$ cat config.mk
export PLATFORM = sky130hd
export DESIGN_NAME = fs_iter_sub
export DESIGN_NICKNAME = d
export VERILOG_FILES = /design/src/rtl/fs_iter_sub.sv
export SDC_FILE = /design/constraint.sdc
export NUM_CORES = 1
export LEC_CHECK = 0
export ABC_AREA = 1
export BUFFER_PORTS_ARGS = -buffer_cell sky130_fd_sc_hd__buf_2
export CORE_MARGIN = 2
export CORE_UTILIZATION = 54
export DETAILED_ROUTE_END_ITERATION = 16
export GPL_TIMING_DRIVEN = 1
export PLACE_DENSITY = 0.79
export RECOVER_POWER = 25
export SYNTH_ARGS = -nofsm -noshare
export SYNTH_HDL_FRONTEND = slang
export SYNTH_SLANG_ARGS = --single-unit
$ cat constraint.sdc
create_clock -name clk -period 2.4 [get_ports clk]
set_input_delay 0.48 -clock clk [delete_from_list [all_inputs] [get_ports clk]]
set_output_delay 0.48 -clock clk [all_outputs]
set_load 0.005 [all_outputs]
$ cat src/rtl/fs_iter_sub.sv
`default_nettype none
// ============================================================================
//  Module      : fs_iter_sub
//  Description : Iterative full subtractor. Computes Diff = A - B - Bin one
//                SLICE-bit chunk per clock, LSB chunk first, with the borrow
//                registered between chunks. Valid/ready on both sides.
//                Optional flag outputs (zero/neg/ovf) when the macro
//                FS_ITER_SUB_FLAGS_EN is defined.
//  Revision    : 1.0 - initial release
// ============================================================================
module fs_iter_sub #(
    parameter int WIDTH = 64,   // must be a multiple of SLICE
    parameter int SLICE = 16    // 1 <= SLICE <= WIDTH
) (
    input  logic             clk,
    input  logic             rst_n,
    input  logic             in_valid,
    output logic             in_ready,
    input  logic [WIDTH-1:0] A,
    input  logic [WIDTH-1:0] B,
    input  logic             Bin,
    output logic             out_valid,
    input  logic             out_ready,
    output logic [WIDTH-1:0] Diff,
    output logic             Bout
`ifdef FS_ITER_SUB_FLAGS_EN
    ,
    output logic             zero,
    output logic             neg,
    output logic             ovf
`endif
);

    localparam int NSLICE = WIDTH / SLICE;
    localparam int IDXW   = (NSLICE > 1) ? $clog2(NSLICE) : 1;
    localparam logic [IDXW-1:0] C_LAST_IDX = IDXW'(NSLICE - 1);

    typedef enum logic [1:0] {
        S_IDLE = 2'd0,
        S_BUSY = 2'd1,
        S_DONE = 2'd2
    } state_t;

    state_t r_state;
    state_t w_state_nxt;

    // Operands are shifted right one slice per busy cycle so the active
    // chunk always sits in the low SLICE bits; the result is shifted in from
    // the top and lands LSB-aligned after the last slice.
    logic [WIDTH-1:0] r_a;
    logic [WIDTH-1:0] r_b;
    logic [WIDTH-1:0] r_diff;
    logic             r_borrow;
    logic             r_bout;
    logic [IDXW-1:0]  r_idx;

    logic [SLICE-1:0] w_a_sl;
    logic [SLICE-1:0] w_b_sl;
    logic [SLICE:0]   w_sub;
    logic [WIDTH-1:0] w_diff_nxt;
    logic             w_last;

`ifdef FS_ITER_SUB_FLAGS_EN
    logic r_a_msb;
    logic r_b_msb;
    logic r_zero;
    logic r_neg;
    logic r_ovf;
`endif

    // One slice of ripple subtract using only the registered borrow
    always_comb begin
        w_a_sl     = r_a[SLICE-1:0];
        w_b_sl     = r_b[SLICE-1:0];
        w_sub      = {1'b0, w_a_sl} - {1'b0, w_b_sl} - {{SLICE{1'b0}}, r_borrow};
        w_diff_nxt = (r_diff >> SLICE) | (WIDTH'(w_sub[SLICE-1:0]) << (WIDTH - SLICE));
        w_last     = (r_idx == C_LAST_IDX);
    end

    // State register
    always_ff @(posedge clk) begin
        if (!rst_n) begin
            r_state <= S_IDLE;
        end else begin
            r_state <= w_state_nxt;
        end
    end

    // Next-state and handshake outputs
    always_comb begin
        w_state_nxt = r_state;
        in_ready    = 1'b0;
        out_valid   = 1'b0;
        case (r_state)
            S_IDLE: begin
                in_ready = 1'b1;
                if (in_valid) begin
                    w_state_nxt = S_BUSY;
                end
            end
            S_BUSY: begin
                if (w_last) begin
                    w_state_nxt = S_DONE;
                end
            end
            S_DONE: begin
                out_valid = 1'b1;
                if (out_ready) begin
                    w_state_nxt = S_IDLE;
                end
            end
            default: begin
                w_state_nxt = S_IDLE;
            end
        endcase
    end

    // Operand latch, per-slice datapath update and final result capture
    always_ff @(posedge clk) begin
        if (!rst_n) begin
            r_a      <= '0;
            r_b      <= '0;
            r_diff   <= '0;
            r_borrow <= 1'b0;
            r_bout   <= 1'b0;
            r_idx    <= '0;
`ifdef FS_ITER_SUB_FLAGS_EN
            r_a_msb  <= 1'b0;
            r_b_msb  <= 1'b0;
            r_zero   <= 1'b0;
            r_neg    <= 1'b0;
            r_ovf    <= 1'b0;
`endif
        end else begin
            case (r_state)
                S_IDLE: begin
                    if (in_valid) begin
                        r_a      <= A;
                        r_b      <= B;
                        r_borrow <= Bin;
                        r_idx    <= '0;
`ifdef FS_ITER_SUB_FLAGS_EN
                        r_a_msb  <= A[WIDTH-1];
                        r_b_msb  <= B[WIDTH-1];
`endif
                    end
                end
                S_BUSY: begin
                    r_a      <= r_a >> SLICE;
                    r_b      <= r_b >> SLICE;
                    r_diff   <= w_diff_nxt;
                    r_borrow <= w_sub[SLICE];
                    if (w_last) begin
                        r_idx  <= '0;
                        r_bout <= w_sub[SLICE];
`ifdef FS_ITER_SUB_FLAGS_EN
                        // Last slice holds Diff's MSB, so flags use it directly
                        r_zero <= ~|w_diff_nxt;
                        r_neg  <= w_sub[SLICE-1];
                        r_ovf  <= (r_a_msb ^ r_b_msb) & (r_a_msb ^ w_sub[SLICE-1]);
`endif
                    end else begin
                        r_idx <= r_idx + IDXW'(1);
                    end
                end
                default: begin
                end
            endcase
        end
    end

    assign Diff = r_diff;
    assign Bout = r_bout;

`ifdef FS_ITER_SUB_FLAGS_EN
    assign zero = r_zero;
    assign neg  = r_neg;
    assign ovf  = r_ovf;
`endif

endmodule
`default_nettype wire
==> impl_metrics.ini, run 1 <==
[logic_synthesis]
yosys.area.top_type = dfxtp_1
synthTopCellsByCount = 198 x dfxtp_1, 152 x a21oi_1, 133 x nor2_1
async_flop_share = 0
synth_cell_types = 26
synth_top_flop_cell = dfxtp_1
synth_most_common_cell = dfxtp_1
synth_edf_count = 0
yosys_warnings = 0
synth_top_area_share = 0.444
synth-seq-cells = 198
syn_area_um2 = 8930
syn_inst = 1163
syn_avg_cell_area_um2 = 7.68
yosysSeqAreaShare = 0.444
syn-num-nets = 1329
synth_area_leaders = dfxtp_1 44%, a21oi_1 8.5%, o22ai_1 6.7%

[global_routing]
grtUsageTotal = 0.253
grt_pass1_wl_um = 36500
grt_overflow = 0
grt_max_degree = 172
grt_pass1_vias = 7589
antenna_found_initial = 1

[floorplanning]
ioPinCount = 200
die_h_um = 133
initial_core_util = 0.546
design.core.area_um2 = 16300
die_w_um = 133
die_area_um2 = 17600
row_count = 47

[place]
io_buffer_count = 199
dp_slack_ns = 0.158
dp_cells = 1458
hpwl_um = 15100
gp_congestion = 0.902
dpl_cell_area_um2 = 9570

[worst_setup_path]
critical_path_peak_fanout = 3
critPathRequiredTime_ns = 2.73
path_class = register to register
critPathCaptureType = register
reg2regPathDepth = 14
start_kind = register
critPathArrivalTime_ns = 2.55

[clocking]
cts_tree = built
path_clk_slew_ns = 0.07
clk_latency_ns = 0.44
cts_setup_buffers = 0
htree_levels = 4
clk_path_buf_depth = 2
clock-sinks = 198
cts-root-buf = clkbuf_16
cts_hold_buf = 0
cts_buffers = 17

[layout]
finalNonFillerCells = 1491
final_area_um2 = 10200
final_nets = 1423
syn_to_final_growth_pct = 14.1
drive_above_1_share = 0.180
fill_cells = 1487

[route]
vias_per_cell = 5.49
routedWlPerCell_um = 15.1
dr.pass1.iters = 6
drc = 0
wirelength_um = 22500
route.vias.total = 8179
drtAntennaViolNets = 0
drt-initial-drc-count = 739

[timing]
fin_crit_ns = 2.22
finalClockSkew_ns = 0.00970
clock.fmax_mhz = 450
fin_crit_sh = 0.925
max-slew-margin-rel = 0.345
setup_tns_ns = 0
maxSlewViolCount = 0
hold_violations = 0
rsz0062_at_grt = no
worst_slew_pin_slew_ns = 0.982
finalSetupViolCount = 0
layout_setup_ws_ns = 0.180

[pwr]
vdd_ir_drop_max_mv = 0.597
power_density_nw_per_um2 = 879
total_power_w = 0.00895
p_leak_nw = 4.66

[status]
status = finished clean

[job]
drv_cap = 0

[min_path]
hold_depth = 3
hold_class = primary input to register
==> registers in the layout, indices dropped and copies added, names as in the netlist <==
| name | cells |
|---|---|
| r_b | 64 |
| r_idx | 2 |
| r_borrow | 1 |
| Diff | 64 |
| Bout | 1 |
| r_a | 64 |
| r_state | 2 |
==> worst paths after layout <==
kind	start	endpoint	slack (ns)
worst max-delay path	r_b[0]$_SDFFE_PN0P_	Diff[63]$_SDFFE_PN0P_	0.18
worst min-delay path	B[50]	r_b[50]$_SDFFE_PN0P_	0.31
worst max register to register	r_b[0]$_SDFFE_PN0P_	Diff[63]$_SDFFE_PN0P_	0.18
worst min register to register	r_b[59]$_SDFFE_PN0P_	r_b[59]$_SDFFE_PN0P_	0.46
==> cell families (layout without fill, tap and decap cells) <==
| group | count (synthesis) | count (layout) | share of synthesized area |
|---|---|---|---|
| buffers and inverters | 224 | 331 | 0.122 |
| and+or+nand+nor | 284 | 284 | 0.129 |
| other | 0 | 1 | 0 |
| xor gates and xnor gates | 7 | 7 | 0.00687 |
| adders and majority gates | 33 | 33 | 0.0479 |
| DFF | 198 | 198 | 0.444 |
| AOI/OAI and AO/OA | 417 | 417 | 0.250 |
==> power by group <==
part / switching (W) / total (W) / internal, W / leakage (nW)
Combinational: 0.00128 / 0.00209 / 0.000802 / 2.72
Sequential: 0.000209 / 0.00383 / 0.00362 / 1.64
Clock: 0.00134 / 0.00304 / 0.00170 / 0.302
==> worst max-delay path: stages (launching register included) <==
cell and delay (ns):
dfxtp_1 0.33, inv_1 0.06, fa_2 0.55, inv_1 0.04, ha_1 0.17, inv_1 0.05
nand2_1 0.04, a21oi_1 0.27, o21ai_1 0.19, nand2_1 0.11, nand2_1 0.06, nand2_1 0.07
nand3_1 0.06, nand2_1 0.09, inv_1 0.04
==> cell type report <==
| type | instances | area (µm²) | share of cell area |
|---|---|---|---|
| repair buffers | 209 | 1080 | 0.106 |
| diodes | 1 | 2.50 | 0.000246 |
| inverters | 90 | 338 | 0.0332 |
| clock buffers | 18 | 439 | 0.0431 |
| clock inverters | 14 | 189 | 0.0186 |
| well taps | 220 | 275 | 0.0270 |
| multi-input cells | 741 | 3890 | 0.382 |
| flip-flops and latches | 198 | 3960 | 0.389 |
==> per-layer routing <==
layer  up-vias  share of wire  track usage
met2       312           0.47        0.404
met4         0          0.027       0.0980
met5         -              0            0
met3        45          0.070       0.0655
li1       4128              -            -
met1      3694           0.44        0.330
==> through the flow <==
step	utilization	hold slack, ns
2_1_floorplan	-	0.439
3_3_place_gp	0.586	0.449
3_5_place_dp	0.586	0.454
4_1_cts	0.624	0.296
5_1_grt	0.623	0.306
6_report	0.623	0.306
==> layout by cell type, fill, tap and decap left out, drive strengths merged <==
cell	count
o21ai	158
nor4	1
ha	31
buf	186
o21bai	4
inv	95
fa	2
a21oi	152
dfxtp	198
a21o	6
xnor2	2
nor3	1
o22ai	96
nand3	50
nor2	135
a31oi	1
xor2	5
nand2	95
diode	1
bufinv	3
clkbuf	41
or2	2
clkinv	4
clkinvlp	2
==> what timing repair did <==
action	CTS	global route
endpoints found under the hold margin	0	0
gates resized for setup	0	4
setup endpoints to repair	0	7
No activity file was read; power rests on OpenSTA's default activity.
==> inputs of run 2 (changes only) <==
--- a/config.mk
+++ b/config.mk
@@ -8,11 +8,13 @@
 export ABC_AREA = 1
 export BUFFER_PORTS_ARGS = -buffer_cell sky130_fd_sc_hd__buf_2
 export CORE_MARGIN = 2
-export CORE_UTILIZATION = 54
+export CORE_UTILIZATION = 56
+export CTS_BUF_LIST = sky130_fd_sc_hd__clkbuf_2 sky130_fd_sc_hd__clkbuf_4 sky130_fd_sc_hd__clkbuf_8
 export DETAILED_ROUTE_END_ITERATION = 16
 export GPL_TIMING_DRIVEN = 1
-export PLACE_DENSITY = 0.79
+export PLACE_DENSITY = 0.81
 export RECOVER_POWER = 25
+export REMOVE_ABC_BUFFERS = 1
 export SYNTH_ARGS = -nofsm -noshare
 export SYNTH_HDL_FRONTEND = slang
 export SYNTH_SLANG_ARGS = --single-unit
==> run 2 against run 1 <==
  * Wire length decreased by 10%
  * Sequential power about the same
  * First-iteration DRC count decreased by 49%
  * Flip-flop and latch count unchanged
  * Largest cell class unchanged
  * Setup slack improved by 0.064 ns
  * Die area decreased by 3.5%
==> impl_metrics.ini, run 2 (synthesized netlist as in run 1, its figures left out) <==
[place]
gp_congestion = 0.844
hpwl_um = 12800
io_buffer_count = 199
dpl_cell_area_um2 = 9590
dp_slack_ns = 0.165
dp_cells = 1455

[clocking]
cts-root-buf = clkbuf_8
clock-sinks = 198
cts_setup_buffers = 0
cts_tree = built
cts_buffers = 17
path_clk_slew_ns = 0.09
clk_path_buf_depth = 2
htree_levels = 4
clk_latency_ns = 0.45

[timing]
whs_ns = 0.279
clock.fmax_mhz = 464
rsz0062_at_grt = no
fin_crit_ns = 2.16
max-slew-margin-rel = 0.315
finalSetupViolCount = 0
hold_violations = 0
finalClockSkew_ns = 0.0128
fin_crit_sh = 0.898
maxSlewViolCount = 0
worst_slew_pin_slew_ns = 1.03
layout_setup_ws_ns = 0.244

[route]
drt-initial-drc-count = 376
vias_per_cell = 5.38
dr.pass1.iters = 7
wirelength_um = 20200
drtAntennaViolNets = 0
routedWlPerCell_um = 13.6
drc = 0
route.vias.total = 8005

[min_path]
holdPathEnd = r_state[1]$_SDFFE_PN0P_
hold_depth = 4
hold_class = primary input to register
hp-start = out_ready

[global_routing]
grtUsageTotal = 0.232
gr-usage-met1 = 0.293
grt_busiest_layer = met2
antenna_found_initial = 1
grt_overflow = 0
met2_usage = 0.390
grt_pass1_vias = 7074
grt_max_degree = 150
grt_use_met3 = 0.0619
grt_pass1_wl_um = 32200

[floorplanning]
initial_core_util = 0.568
die_h_um = 130
die_area_um2 = 17000
design.core.area_um2 = 15700
die_w_um = 130
ioPinCount = 200
row_count = 46

[pwr]
power_density_nw_per_um2 = 794
switching_power_w = 0.00256
p_leak_nw = 4.50
clkPwrFrac = 0.259
sw_frac_of_total = 0.325
combPwrFrac = 0.257
internal_power_w = 0.00532
power_frac_seq = 0.484
vdd_ir_drop_max_mv = 0.392

[worst_setup_path]
critical_path_peak_fanout = 3
critPathTopFamily = adder cells
critPathArrivalTime_ns = 2.50
path_class = register to register
critPathCaptureType = register
slowest_delay_ns = 0.54
timing.rr.end = Diff[63]$_SDFFE_PN0P_
reg2reg_slack_ns = 0.24
critPathRequiredTime_ns = 2.75
cpMaxStageDelayCell = fa_2
worst-path-buf-inv = 4
reg2regPathDepth = 14
crit_chain = inv_1 > fa_2 > inv_1 > ha_1 > inv_1 > nand2_1 > a21oi_1 > o21ai_1 > nand2_1 > nand2_1 > nand2_1 > nand3_1 > nand2_1 > inv_1
crit_path_frequent_cell = nand2_1
start_kind = register
r2r-start = r_b[0]$_SDFFE_PN0P_

[layout]
final_cell_mix = 198 x dfxtp_1, 162 x buf_2, 152 x a21oi_1
fill_cells = 1481
layout_commonest_cell = dfxtp_1
final_nets = 1424
syn_to_final_growth_pct = 11.2
postLayoutCoreUtil = 0.632
drive_above_1_share = 0.169
final_area_um2 = 9930
finalNonFillerCells = 1488

[status]
status = finished clean

[job]
drv_cap = 0
run 2: worst max-delay path by stage:
stage | startpoint | endpoint | slack, ns | cells after the start
2_1_floorplan | r_state[0]$_SDFFE_PN0P_ | r_idx[0]$_SDFFE_PN0P_ | -4.18 | 7
3_3_place_gp | r_b[0]$_SDFFE_PN0P_ | Diff[63]$_SDFFE_PN0P_ | 0.22 | 14
3_5_place_dp | r_b[0]$_SDFFE_PN0P_ | Diff[63]$_SDFFE_PN0P_ | 0.17 | 14
4_1_cts | r_b[0]$_SDFFE_PN0P_ | Diff[63]$_SDFFE_PN0P_ | 0.16 | 14
5_1_grt | r_b[0]$_SDFFE_PN0P_ | Bout$_SDFFE_PN0P_ | 0.02 | 15
6_report | r_b[0]$_SDFFE_PN0P_ | Diff[63]$_SDFFE_PN0P_ | 0.24 | 14
run 2: cell type report:
class                   instances  area, µm²  share of cell area
clock inverters                12        118              0.0118
repair buffers                210       1090               0.109
multi-input cells             741       3880               0.391
diodes                          1       2.50            0.000252
inverters                      90        338              0.0340
clock buffers                  20        269              0.0271
flip-flops and latches        198       3960               0.399
well taps                     216        270              0.0272
run 2: metal layers:
| layer | vias to the layer above | routed length, µm |
|---|---|---|
| met1 | 3673 | 9220 |
| met2 | 191 | 9490 |
| li1 | 4122 | - |
| met5 | - | 0 |
| met3 | 19 | 1190 |
| met4 | 0 | 290 |
run 2: repair_timing:
item / CTS / global route
hold buffers: 0 / 0
resized for setup: 0 / 2
endpoints found under the setup margin: 0 / 4
run 2: per-stage QoR:
stage	power [W]	setup TNS (ns)
floorplan	0.00525	-563.06
global placement	0.00586	0
detailed placement	0.00591	0
CTS	0.00795	0
global route	0.00841	0
finish	0.00788	0
run 2: power by group through the flow:
stage          combinational, W  clock [W]  sequential (W)
2_1_floorplan           0.00139          0         0.00386
3_3_place_gp            0.00198          0         0.00388
3_5_place_dp            0.00202          0         0.00388
4_1_cts                 0.00204    0.00210         0.00381
5_1_grt                 0.00231    0.00224         0.00386
6_report                0.00202    0.00204         0.00382
run 2: worst register-to-register path, delay by kind of cell, from the launching register on:
| family | cells | cell delay (ns) |
|---|---|---|
| AOI/OAI and AO/OA | 2 | 0.44 |
| adders and majority gates | 2 | 0.70 |
| buffers and inverters | 4 | 0.18 |
| DFF | 1 | 0.33 |
| and+or+nand+nor | 6 | 0.42 |
==> inputs of run 3 (changes only) <==
==> constraint.sdc (replaced) <==
create_clock -name clk -period 2.4 [get_ports clk]
set_input_delay 0.72 -clock clk [delete_from_list [all_inputs] [get_ports clk]]
set_output_delay 0.72 -clock clk [all_outputs]
set_load 0.005 [all_outputs]
==> run 3 against run 2 <==
  * Wire length is 1.4% higher
  * Register-to-register slack worse by 0.03 ns
  * Clock power up 17%
  * Highest routed layer unchanged
==> impl_metrics.ini, run 3 (synthesized netlist as in run 1, its figures left out) <==
[status]
status = finished clean

[worst_setup_path]
r2r-start = r_borrow$_SDFFE_PN0P_
crit_chain = inv_1 > fa_2 > ha_1 > inv_1 > nand2_1 > a21oi_1 > buf_4 > o21bai_1 > nand3_1 > nand3_1 > nand2_1 > nor2_1 > nor2_1
timing.rr.end = Diff[61]$_SDFFE_PN0P_
crit_path_start = r_borrow$_SDFFE_PN0P_
reg2regPathDepth = 13
path_class = register to register
slowest_delay_ns = 0.54
critPathArrivalTime_ns = 2.55
reg2reg_slack_ns = 0.21
critPathRequiredTime_ns = 2.76
critPathCaptureType = register
start_kind = register
critPathCapture = Diff[61]$_SDFFE_PN0P_
critical_path_peak_fanout = 3
cpMaxStageDelayCell = fa_2

[timing]
setup_tns_ns = 0
fin_crit_sh = 0.912
fin_crit_ns = 2.19
hold_violations = 0
finalSetupViolCount = 0
finalClockSkew_ns = 0.0127
clock.fmax_mhz = 457
maxSlewViolCount = 0
worst_slew_pin_slew_ns = 1.02
rsz0062_at_grt = no
max-slew-margin-rel = 0.322

[layout]
insertedDiodeCount = 0
drive_above_1_share = 0.191
syn_to_final_growth_pct = 12.8
final_nets = 1427
layout_commonest_cell = dfxtp_1
postLayoutCoreUtil = 0.641
final_cell_mix = 197 x dfxtp_1, 189 x buf_2, 152 x a21oi_1
fill_cells = 1412

[route]
vias_per_cell = 5.36
drtAntennaViolNets = 0
drt-initial-drc-count = 495
dr.pass1.iters = 5
wirelength_um = 20500
drc = 0
route.vias.total = 7985
routedWlPerCell_um = 13.7

[global_routing]
grt_max_degree = 140
grt_pass1_wl_um = 32600
grtUsageTotal = 0.236
grt_overflow = 0
antenna_found_initial = 0
grt_pass1_vias = 6997

[clocking]
clk_path_buf_depth = 2
cts_tree = built
clk_latency_ns = 0.47
path_clk_slew_ns = 0.10
clock-sinks = 198
cts_hold_buf = 0
ctsResizeCount = 0
cts_buffers = 17
htree_levels = 4
cts-root-buf = clkbuf_8
cts_setup_buffers = 0

[floorplanning]
die_w_um = 130
die_area_um2 = 17000
row_count = 46
design.core.area_um2 = 15700
ioPinCount = 200
initial_core_util = 0.568
die_h_um = 130

[pwr]
clkPwrFrac = 0.288
combPwrFrac = 0.249
vdd_ir_drop_max_mv = 0.406
p_leak_nw = 4.67
power_density_nw_per_um2 = 820
total_power_w = 0.00826
power_frac_seq = 0.463
sw_frac_of_total = 0.316
internal_power_w = 0.00565
switching_power_w = 0.00261

[place]
io_buffer_count = 199
gp_congestion = 0.838
hpwl_um = 13100

[job]
drv_cap = 0

[min_path]
hold_class = register to register
[run 3: changes by cell type in the layout (fill, tap and decap cells not counted), sizes merged]
| cell | previous run | this run |
|---|---|---|
| buf | 174 | 203 |
| clkbuf | 56 | 29 |
| clkinvlp | 6 | 2 |
| bufinv | 1 | 4 |
| clkinv | 2 | 3 |
| diode | 1 | 0 |
| inv | 93 | 94 |
[run 3: worst min-delay path by stage]
stage                                     from                    to  slack (ns)  cells past startpoint
after floorplan           r_a[48]$_SDFFE_PN0P_  r_a[48]$_SDFFE_PN0P_        0.44                      2
after global placement    r_a[56]$_SDFFE_PN0P_  r_a[56]$_SDFFE_PN0P_        0.45                      2
after detailed placement  r_b[48]$_SDFFE_PN0P_  r_b[48]$_SDFFE_PN0P_        0.45                      2
after CTS                 r_b[58]$_SDFFE_PN0P_  r_b[58]$_SDFFE_PN0P_        0.47                      2
after global routing      r_a[58]$_SDFFE_PN0P_  r_a[58]$_SDFFE_PN0P_        0.49                      2
final                     r_b[62]$_SDFFE_PN0P_  r_b[62]$_SDFFE_PN0P_        0.47                      2
[run 3: power groups by stage]
stage | clock [W] | sequential, W | combinational, W
6_report | 0.00238 | 0.00382 | 0.00206
3_5_place_dp | 0 | 0.00389 | 0.00204
3_3_place_gp | 0 | 0.00388 | 0.00200
4_1_cts | 0.00244 | 0.00381 | 0.00206
2_1_floorplan | 0 | 0.00386 | 0.00139
5_1_grt | 0.00258 | 0.00386 | 0.00235
[run 3: critical path: cells and delay by family, from the launching register on]
family          cells  cell delay, ns
fa+ha+maj           2            0.67
simple gates        6            0.52
buf+inv             3            0.24
compound gates      2            0.32
flops               1            0.35
[run 3: final cells by class]
cell class                      instances  area [µm²]  area share
Tap cell                              216         270      0.0268
Sequential cell                       198        3970       0.394
Multi-Input combinational cell        741        3880       0.385
Inverter                               90         338      0.0335
Timing Repair Buffer                  213        1160       0.116
Clock inverter                         13         191      0.0190
Clock buffer                           19         262      0.0260
[run 3: per-stage QoR]
stage / hold WS, ns / setup WS, ns / instances / area [µm²]
floorplan: 0.441 / -4.18 / 1029 / 8170
global placement: 0.448 / 0.259 / 1458 / 9640
detailed placement: 0.454 / 0.166 / 1458 / 9640
CTS: 0.468 / 0.151 / 1490 / 10100
global route: 0.489 / 0.00617 / 1490 / 10100
finish: 0.468 / 0.212 / 1490 / 10100
[run 3: layer usage]
metal  track usage  share of wire  vias up
met5             0              0        -
met4        0.0778          0.013        0
met3        0.0578          0.060       22
met2         0.374           0.47      214
met1         0.318           0.46     3630
li1              -              -     4119
